===== src/rtl/a_sched_pkg.sv =====
// Shared types and constants for the A-tile load scheduler.
package a_sched_pkg;

    localparam int DEF_BUF_DEPTH = 64;
    localparam int BUF0_BASE     = 0;
    localparam int BUF1_BASE     = DEF_BUF_DEPTH;

    typedef enum logic [2:0] {
        S_IDLE,
        S_LOAD,
        S_RELEASE,
        S_NEXT,
        S_WAIT_BUF,
        S_DRAIN,
        S_DONE
    } state_t;

endpackage


===== src/rtl/a_tile_index_walker.sv =====
// Tile start/size counter: rows outer, cols inner, min() clipping at the edges.
module a_tile_index_walker
    import a_sched_pkg::*;
#(
    parameter int IB = 7
) (
    input  logic          clk,
    input  logic          rstn,
    input  logic          init,
    input  logic          step,
    input  logic [IB-1:0] bram_rows,
    input  logic [IB-1:0] bram_cols,
    input  logic [IB-1:0] tile_rows,
    input  logic [IB-1:0] tile_cols,
    output logic [IB-1:0] row_start,
    output logic [IB-1:0] col_start,
    output logic [IB-1:0] row_size,
    output logic [IB-1:0] col_size,
    output logic          last
);

    logic [IB-1:0] rem_r;
    logic [IB-1:0] rem_c;
    logic          row_last;
    logic          col_last;

    // Compare the remainder rather than start+tile so nothing can wrap.
    assign rem_r    = bram_rows - row_start;
    assign rem_c    = bram_cols - col_start;
    assign row_last = rem_r <= tile_rows;
    assign col_last = rem_c <= tile_cols;
    assign row_size = row_last ? rem_r : tile_rows;
    assign col_size = col_last ? rem_c : tile_cols;
    assign last     = row_last && col_last;

    always_ff @(posedge clk or negedge rstn) begin
        if (!rstn) begin
            row_start <= '0;
            col_start <= '0;
        end else if (init) begin
            row_start <= '0;
            col_start <= '0;
        end else if (step) begin
            if (col_last) begin
                col_start <= '0;
                row_start <= row_start + tile_rows;
            end else begin
                col_start <= col_start + tile_cols;
            end
        end
    end

endmodule


===== src/rtl/a_tile_load_scheduler.sv =====
// Walks A BRAM in tiles, drives the address generator, hands tiles to compute.
// A_TILE_PINGPONG_EN selects two alternating A RAM buffers instead of one.
module a_tile_load_scheduler
    import a_sched_pkg::*;
#(
    parameter int INTEGER_BIT      = 7,
    parameter int A_RAM_ADDR_WIDTH = 7,
    parameter int A_RAM_BUF_DEPTH  = BUF1_BASE
) (
    input  logic                        clk,
    input  logic                        rstn,
    input  logic                        start,
    input  logic                        ws_os,
    input  logic [INTEGER_BIT-1:0]      bram_row_size,
    input  logic [INTEGER_BIT-1:0]      bram_col_size,
    input  logic [INTEGER_BIT-1:0]      tile_row_size,
    input  logic [INTEGER_BIT-1:0]      tile_col_size,
    output logic                        busy,
    output logic                        done,
    output logic                        gen_enable,
    input  logic                        gen_finish,
    output logic                        gen_ws_os,
    output logic [INTEGER_BIT-1:0]      gen_row_size,
    output logic [INTEGER_BIT-1:0]      gen_col_size,
    output logic [INTEGER_BIT-1:0]      gen_row_start,
    output logic [INTEGER_BIT-1:0]      gen_col_start,
    output logic [A_RAM_ADDR_WIDTH-1:0] gen_a_ram_start_addr,
    output logic                        tile_valid,
    output logic [A_RAM_ADDR_WIDTH-1:0] tile_buf_addr,
    output logic [INTEGER_BIT-1:0]      tile_row_size_o,
    output logic [INTEGER_BIT-1:0]      tile_col_size_o,
    input  logic                        tile_ready
);

    localparam int IB = INTEGER_BIT;
    localparam int AW = A_RAM_ADDR_WIDTH;
`ifdef A_TILE_PINGPONG_EN
    localparam bit PP = 1'b1;
`else
    localparam bit PP = 1'b0;
`endif

    state_t        state;
    state_t        state_n;
    logic [IB-1:0] br, bc, tr, tc;
    logic          ws_q;
    logic [1:0]    full;
    logic          fill_ptr;
    logic          rd_ptr;
    logic [IB-1:0] rows_q [2];
    logic [IB-1:0] cols_q [2];
    logic          w_last;
    logic          accept, zero, set_full, take, buf_free;
    logic [1:0]    set_mask, clr_mask;

    assign accept   = (state == S_IDLE) && start;
    assign zero     = (bram_row_size == '0) || (bram_col_size == '0)
                   || (tile_row_size == '0) || (tile_col_size == '0);
    assign set_full = (state == S_LOAD) && gen_finish;
    assign take     = tile_valid && tile_ready;
    assign buf_free = !full[fill_ptr] || (take && (rd_ptr == fill_ptr));
    assign set_mask = {set_full & fill_ptr, set_full & ~fill_ptr};
    assign clr_mask = {take & rd_ptr, take & ~rd_ptr};

    a_tile_index_walker #(.IB(IB)) u_walker (
        .clk       (clk),
        .rstn      (rstn),
        .init      (accept),
        .step      ((state == S_NEXT) && !w_last),
        .bram_rows (br),
        .bram_cols (bc),
        .tile_rows (tr),
        .tile_cols (tc),
        .row_start (gen_row_start),
        .col_start (gen_col_start),
        .row_size  (gen_row_size),
        .col_size  (gen_col_size),
        .last      (w_last)
    );

    always_ff @(posedge clk or negedge rstn) begin
        if (!rstn) state <= S_IDLE;
        else       state <= state_n;
    end

    always_comb begin
        state_n = state;
        unique case (state)
            S_IDLE:     if (start) state_n = zero ? S_DONE : S_LOAD;
            S_LOAD:     if (gen_finish) state_n = S_RELEASE;
            S_RELEASE:  state_n = S_NEXT;
            S_NEXT:     state_n = w_last ? S_DRAIN
                                : (buf_free ? S_LOAD : S_WAIT_BUF);
            S_WAIT_BUF: if (buf_free) state_n = S_LOAD;
            S_DRAIN:    if (full == 2'b00) state_n = S_DONE;
            S_DONE:     state_n = S_IDLE;
            default:    state_n = S_IDLE;
        endcase
    end

    always_comb begin
        gen_enable = (state == S_LOAD);
        done       = (state == S_DONE);
        busy       = (state != S_IDLE);
    end

    // A finished load marks its buffer full on the edge that enters RELEASE.
    always_ff @(posedge clk or negedge rstn) begin
        if (!rstn) begin
            br        <= '0;
            bc        <= '0;
            tr        <= '0;
            tc        <= '0;
            ws_q      <= 1'b0;
            full      <= 2'b00;
            fill_ptr  <= 1'b0;
            rd_ptr    <= 1'b0;
            rows_q[0] <= '0;
            rows_q[1] <= '0;
            cols_q[0] <= '0;
            cols_q[1] <= '0;
        end else begin
            if (accept) begin
                br       <= bram_row_size;
                bc       <= bram_col_size;
                tr       <= tile_row_size;
                tc       <= tile_col_size;
                ws_q     <= ws_os;
                fill_ptr <= 1'b0;
                rd_ptr   <= 1'b0;
            end
            if (set_full) begin
                rows_q[fill_ptr] <= gen_row_size;
                cols_q[fill_ptr] <= gen_col_size;
                fill_ptr         <= PP ? ~fill_ptr : 1'b0;
            end
            if (take) rd_ptr <= PP ? ~rd_ptr : 1'b0;
            full <= (full & ~clr_mask) | set_mask;
        end
    end

    assign gen_ws_os            = ws_q;
    assign gen_a_ram_start_addr = fill_ptr ? AW'(A_RAM_BUF_DEPTH) : AW'(BUF0_BASE);
    assign tile_valid           = full[rd_ptr];
    assign tile_buf_addr        = rd_ptr ? AW'(A_RAM_BUF_DEPTH) : AW'(BUF0_BASE);
    assign tile_row_size_o      = rows_q[rd_ptr];
    assign tile_col_size_o      = cols_q[rd_ptr];

endmodule


===== config.mk =====
export PLATFORM = sky130hd
export DESIGN_NAME = a_tile_load_scheduler
export DESIGN_NICKNAME = d
export VERILOG_FILES = /design/src/rtl/a_sched_pkg.sv /design/src/rtl/a_tile_index_walker.sv /design/src/rtl/a_tile_load_scheduler.sv
export SDC_FILE = /design/constraint.sdc
export NUM_CORES = 1
export LEC_CHECK = 0
export CORE_MARGIN = 2
export CORE_UTILIZATION = 35
export DETAILED_ROUTE_END_ITERATION = 7
export PLACE_DENSITY = 0.58
export SLEW_MARGIN = 10
export SYNTH_ARGS = -nofsm -noshare
export SYNTH_HDL_FRONTEND = slang
export SYNTH_SLANG_ARGS = --single-unit

===== constraint.sdc =====
create_clock -name clk -period 8.5 [get_ports clk]
set_input_delay 1.7 -clock clk [delete_from_list [all_inputs] [get_ports clk]]
set_output_delay 1.7 -clock clk [all_outputs]
set_load 0.02 [all_outputs]

# --- Word-level counts from Yosys, hierarchy flattened ---
# Index checks and enable logic that the tools add are counted.
word_totals:
  regBits: 78
  in_bits: 34
  output_inout_bits: 61
  word_cells: 109
op_classes:
  addsub: 4
  magnitude_cmp: 7
  eq_ne: 11
  mux: 35
  bitwise_logic: 11
  reduce_logical: 26
ops:
  columns: ["op", "count"]
  rows:
  - ["2-to-1 mux 7 bit", 17]
  - ["bitwise mux 14 bit", 2]
  - ["zero test 7 bit", 4]
  - ["2-to-1 mux 3 bit", 7]
  - ["one-hot mux 3 bit (6 select lines)", 1]
  - ["adder 7 bit", 2]
  - ["<= comparator 7 bit", 2]
  - ["subtractor 7 bit", 2]
  - ["equality test 3 bit, second input constant", 3]
  - ["nonzero test 2 bit", 4]
  - ["demux 7 bit (select 1 bit)", 1]
  - ["logical AND 1 bit", 7]
  - ["2-to-1 mux 1 bit", 7]
  - ["equality test 3 x 2 -> 1 bit, second input constant", 2]
  - ["inequality test 2 bit, second input constant", 3]
  - ["bitwise AND 1 bit", 4]
  - ["greater-or-equal comparator 2 bit, second input constant", 2]
  - ["logical OR 1 bit", 4]
  - ["less-than comparator 1 x 2 -> 1 bit, second input constant", 2]
  - ["inverter 1 -> 2 bit", 2]
  - ["AND reduction 4 bit", 1]
  - ["equality test 3 x 1 -> 1 bit, second input constant", 1]
  - ["zero test 3 bit", 1]
  - ["nonzero test 3 bit", 1]
  - ["other kinds (10)", 12]

# --- Depth between registers and ports, before layout ---
depth:
  word_depth: 8
  depth_mapped: 17
  ltp_nobuf: 16

# --- Hierarchy ---
# Synthesis repeated with hierarchy kept, for this count alone.
unflattened:
  hier_cells: 405
  area_unflattened_um2: 4496.8
modules_own_cells:
  columns: ["mod", "n_inst", "cells_each", "area_each_um2", "seq_area_each_um2"]
  rows:
  - ["a_tile_load_scheduler", 1, 150, 2278.4, 1176.1]
  - ["a_tile_index_walker", 1, 255, 2218.4, 350.3]

# --- Worst setup path after synthesis ---
# Ideal clock, no wire load.
synth_path:
  path_type: "reg-to-output"
  start: "register u_walker.row_start[0]"
  end: "output gen_row_size[0]"
  arrival_ps: 3658
  path_slack_ps: 3142
  path_stages_with_launch: 16
  path_buffers: 1
  path_cell_list: "dfrtp_1 ha_1 inv_1 fa_1 a21o_1 a21oi_1 nor2b_1 and3_1 or3_1 ha_1 and4_4 a21boi_1 o31ai_2 buf_4 nor2_1 a21oi_1"
synth_between:
  elab_chain_cells: 3
synth_lines:
  columns: ["item", "line", "text"]
  rows:
  - ["start: declaration", "a_tile_index_walker.sv:15", "output logic [IB-1:0] row_start,"]
  - ["start signal: assignment", "a_tile_index_walker.sv:46", "row_start <= row_start + tile_rows;"]
  - ["subtractor 7 bit (*)", "a_tile_index_walker.sv:28", "assign rem_r = bram_rows - row_start;"]
  - ["<= comparator 7 bit", "a_tile_index_walker.sv:30", "assign row_last = rem_r <= tile_rows;"]
  - ["2-to-1 mux 7 bit (*)", "a_tile_index_walker.sv:32", "assign row_size = row_last ? rem_r : tile_rows;"]
  - ["end: declaration", "a_tile_load_scheduler.sv:23", "output logic [INTEGER_BIT-1:0] gen_row_size,"]
# Mark *: on every way between the ends. The rest lies on a longest branch, timed or not.

# --- Final worst setup path ---
layout_path:
  start: "register br[0]"
  end: "output gen_row_size[6]"
layout_between:
  elab_chain_cells: 3
layout_lines:
  columns: ["item", "line", "text"]
  rows:
  - ["start: declaration", "a_tile_load_scheduler.sv:45", "logic [IB-1:0] br, bc, tr, tc;"]
  - ["start signal: assignment", "a_tile_load_scheduler.sv:124", "br <= bram_row_size;"]
  - ["subtractor 7 bit (*)", "a_tile_index_walker.sv:28", null]
  - ["<= comparator 7 bit", "a_tile_index_walker.sv:30", null]
  - ["2-to-1 mux 7 bit (*)", "a_tile_index_walker.sv:32", null]
# Marked as above.

==> metrics <==
status=finished clean; Vias=about 3400; R2R setup slack=4.00 ns; H-tree level count=3; TritonCTS buffer count=9; root buf cell=clkbuf_16; CTS tree=built; # IOs=95; r2r worst-path depth=17; fraction of registers with async set/reset=100%; Final Hold Fails=0; Worst Path Required=roughly 6.8 ns; Slowest-stage cell, CP=o31ai_2; critical path type=flip-flop to output port; clock sink count=61; worst r2r src=br[0]; min-delay src=cols_q[11]; max cap viols=0; register area share after synthesis=35.9%; ys flop type=dfrtp_1; Routed WL=approximately 11 mm; period utilization=between 70% and 80%; DRT iter0 DRCs=roughly 110; # DRC=0; Starting Density=35.7%; cell area after synthesis=4250 um2; CP endpoint kind=output port; Critical Path Fanout Max=13; post-CTS resize count=0; CTS max path bufs=2; Largest stage delay, worst path=around 0.86 ns; Worst Hold Path EP=cols_q[11]; crit path DAT=4.96 ns; WL per Instance=15.9 um; initial antenna violation count=0; post-DP HPWL=8.07 mm; row count=40; CP Cell Sequence=inv_1 > ha_1 > inv_1 > fa_1 > a21o_1 > a21oi_1 > nor2b_1 > and3_1 > or3_1 > ha_1 > and4_4 > a21boi_1 > o31ai_2 > o31ai_1 > o21ai_0 > clkdlybuf4s50_1; Hold Buf Count CTS=0; Core Area=11900 um2; first-pass GRT wire length=between 15 and 20 mm; final setup fails=0; Synth cell types=56; GRT Resource Usage Total=17.5%; die area=13000 um2; Final nets=594; grt ovf=0; vias in the first global route=3647; Yosys reg bits=61; RSZ-0062 raised after global routing=no; vias per inst=5.13; warning count from the yosys run=0; Die Height=114 um; placed instance area=about 5100 um2; number of port buffers=80; FF-to-FF End=u_walker.row_start[6]; final core utilization=45.5%; Setup Skew=0.00377 ns; Reg clk slew, reported paths=approximately 0.05 ns; share of cells above drive strength 1=a little over an eighth; FILL cells=roughly 1200; crit start category=flip-flop; Worst-Margin Slew=1.04 ns; Final Critical Period=6.66 ns; class of the worst hold path=flip-flop to flip-flop; ant diodes=0; synthesis-to-finish area growth=27.5%; relative slew slack=30.0%; largest net degree at the start of global routing=62; DR pass1 iterations=4; Worst-Skew Late Latency=0.33 ns; f_max=roughly 0.15 GHz; Final GP Congestion=0.869; Post-CTS Setup Inserts=0; synthesized area per cell=9.71 um2; EDFF count, synth=0; hold path depth=2; max-slew violations=0; Design Area, Final=5420 um2; Synth Instances=approximately 440; Die W=approximately 110 um; remaining antenna violation count=0; setup TNS=0 ns
synthesized netlist by cell type, drive strengths merged (3+ instances only):
master	count	area [um2]
o41ai	4	50.1
nand2	49	184
nand2b	4	25.0
xnor2	7	61.3
inv	34	128
nand3b	3	22.5
ha	38	475
o21a	6	45.0
a21oi	16	83.8
xor2	5	43.8
and2	3	18.8
a21o	4	30.0
dfrtp	61	1530
and3	5	31.3
nor2b	7	43.8
nor2	25	93.8
a22o	3	30.0
fa	4	80.1
or3	4	25.0
nor3	13	80.1
o31ai	6	68.8
mux2	32	360
mux2i	7	70.1
a211oi	10	75.1
buf	21	145
nor4	3	18.8
o21ai	27	135
clkbuf	6	22.5
o211ai	5	37.5
registers in the layout, summed over array words and instances, names as in the netlist, 7 cells and up:
register            cells
br                      7
tc                      7
tr                      7
bc                      7
u_walker.col_start      7
rows_q                  7
u_walker.row_start      7
cols_q                  7
layout make-up:
cell class	count	area, um2	share of cell area (%)
Multi-Input combinational cell	327	2480	45.7
Sequential cell	61	1530	28.2
Timing Repair Buffer	83	818	15.1
Clock buffer	14	274	5.06
Tap cell	147	184	3.39
Inverter	36	135	2.49
Clock inverter	1	5.00	0.0923
critical path, delay by kind of cell, from the launching register on:
family,cells,cell delay (ns)
compound gates,6,1.81
fa+ha+maj,3,0.86
buf+inv,3,0.79
flops,1,0.35
simple gates,4,0.83
layer usage:
layer / track usage (%) / wire (um)
met1: 21.3 / 4670
met5: 0 / 0
met2: 29.5 / 5160
met3: 4.55 / 548
met4: 7.24 / 249
through the flow:
| stage | hold WS [ns] | cells | setup WS (ns) |
|---|---|---|---|
| floorplan | 0.485 | 451 | 3.14 |
| global placement | 0.465 | 654 | 2.31 |
| detailed placement | 0.470 | 654 | 2.25 |
| CTS | 0.483 | 669 | 1.86 |
| global route | 0.500 | 669 | 1.51 |
| finish | 0.479 | 669 | 1.84 |
cells in the final DEF (no fill, tap or decap), drive strengths merged, types with 3 or more instances in the layout:
| master | instances |
|---|---|
| xor2 | 5 |
| nor3 | 13 |
| xnor2 | 7 |
| a21o | 4 |
| mux2i | 7 |
| nand2 | 49 |
| clkbuf | 14 |
| nor4 | 3 |
| o41ai | 4 |
| and3 | 5 |
| mux2 | 32 |
| a22o | 3 |
| or3 | 4 |
| nor2 | 25 |
| buf | 4 |
| o21a | 6 |
| conb | 14 |
| nand3b | 3 |
| o31ai | 6 |
| clkdlybuf4s50 | 79 |
| inv | 34 |
| nor2b | 7 |
| o21ai | 27 |
| fa | 4 |
| clkinv | 3 |
| o211ai | 5 |
| a21oi | 16 |
| and2 | 3 |
| ha | 38 |
| nand2b | 4 |
| dfrtp | 61 |
| a211oi | 10 |
worst max-delay path by stage:
stage | startpoint | to | slack, ns | cells after the start
2_1_floorplan | u_walker.row_start[0] | gen_row_size[0] | 3.14 | 15
6_report | br[0] | gen_row_size[6] | 1.84 | 16
3_5_place_dp | br[0] | gen_row_size[6] | 2.25 | 16
4_1_cts | br[0] | gen_row_size[6] | 1.86 | 16
3_3_place_gp | br[0] | gen_row_size[6] | 2.31 | 16
5_1_grt | br[0] | gen_row_size[6] | 1.51 | 16
cells by family after synthesis:
family	share of synthesized area [%]
muxes	10.1
adders and majority gates	13.1
buffers and inverters	7.12
and+or+nand+nor	14.7
DFF	35.9
xor gates and xnor gates	2.47
AOI/OAI and AO/OA	16.5
other	0.0882
Power is not shown: default switching activity piles up to over one toggle a cycle in this logic, so the estimate is an artifact.
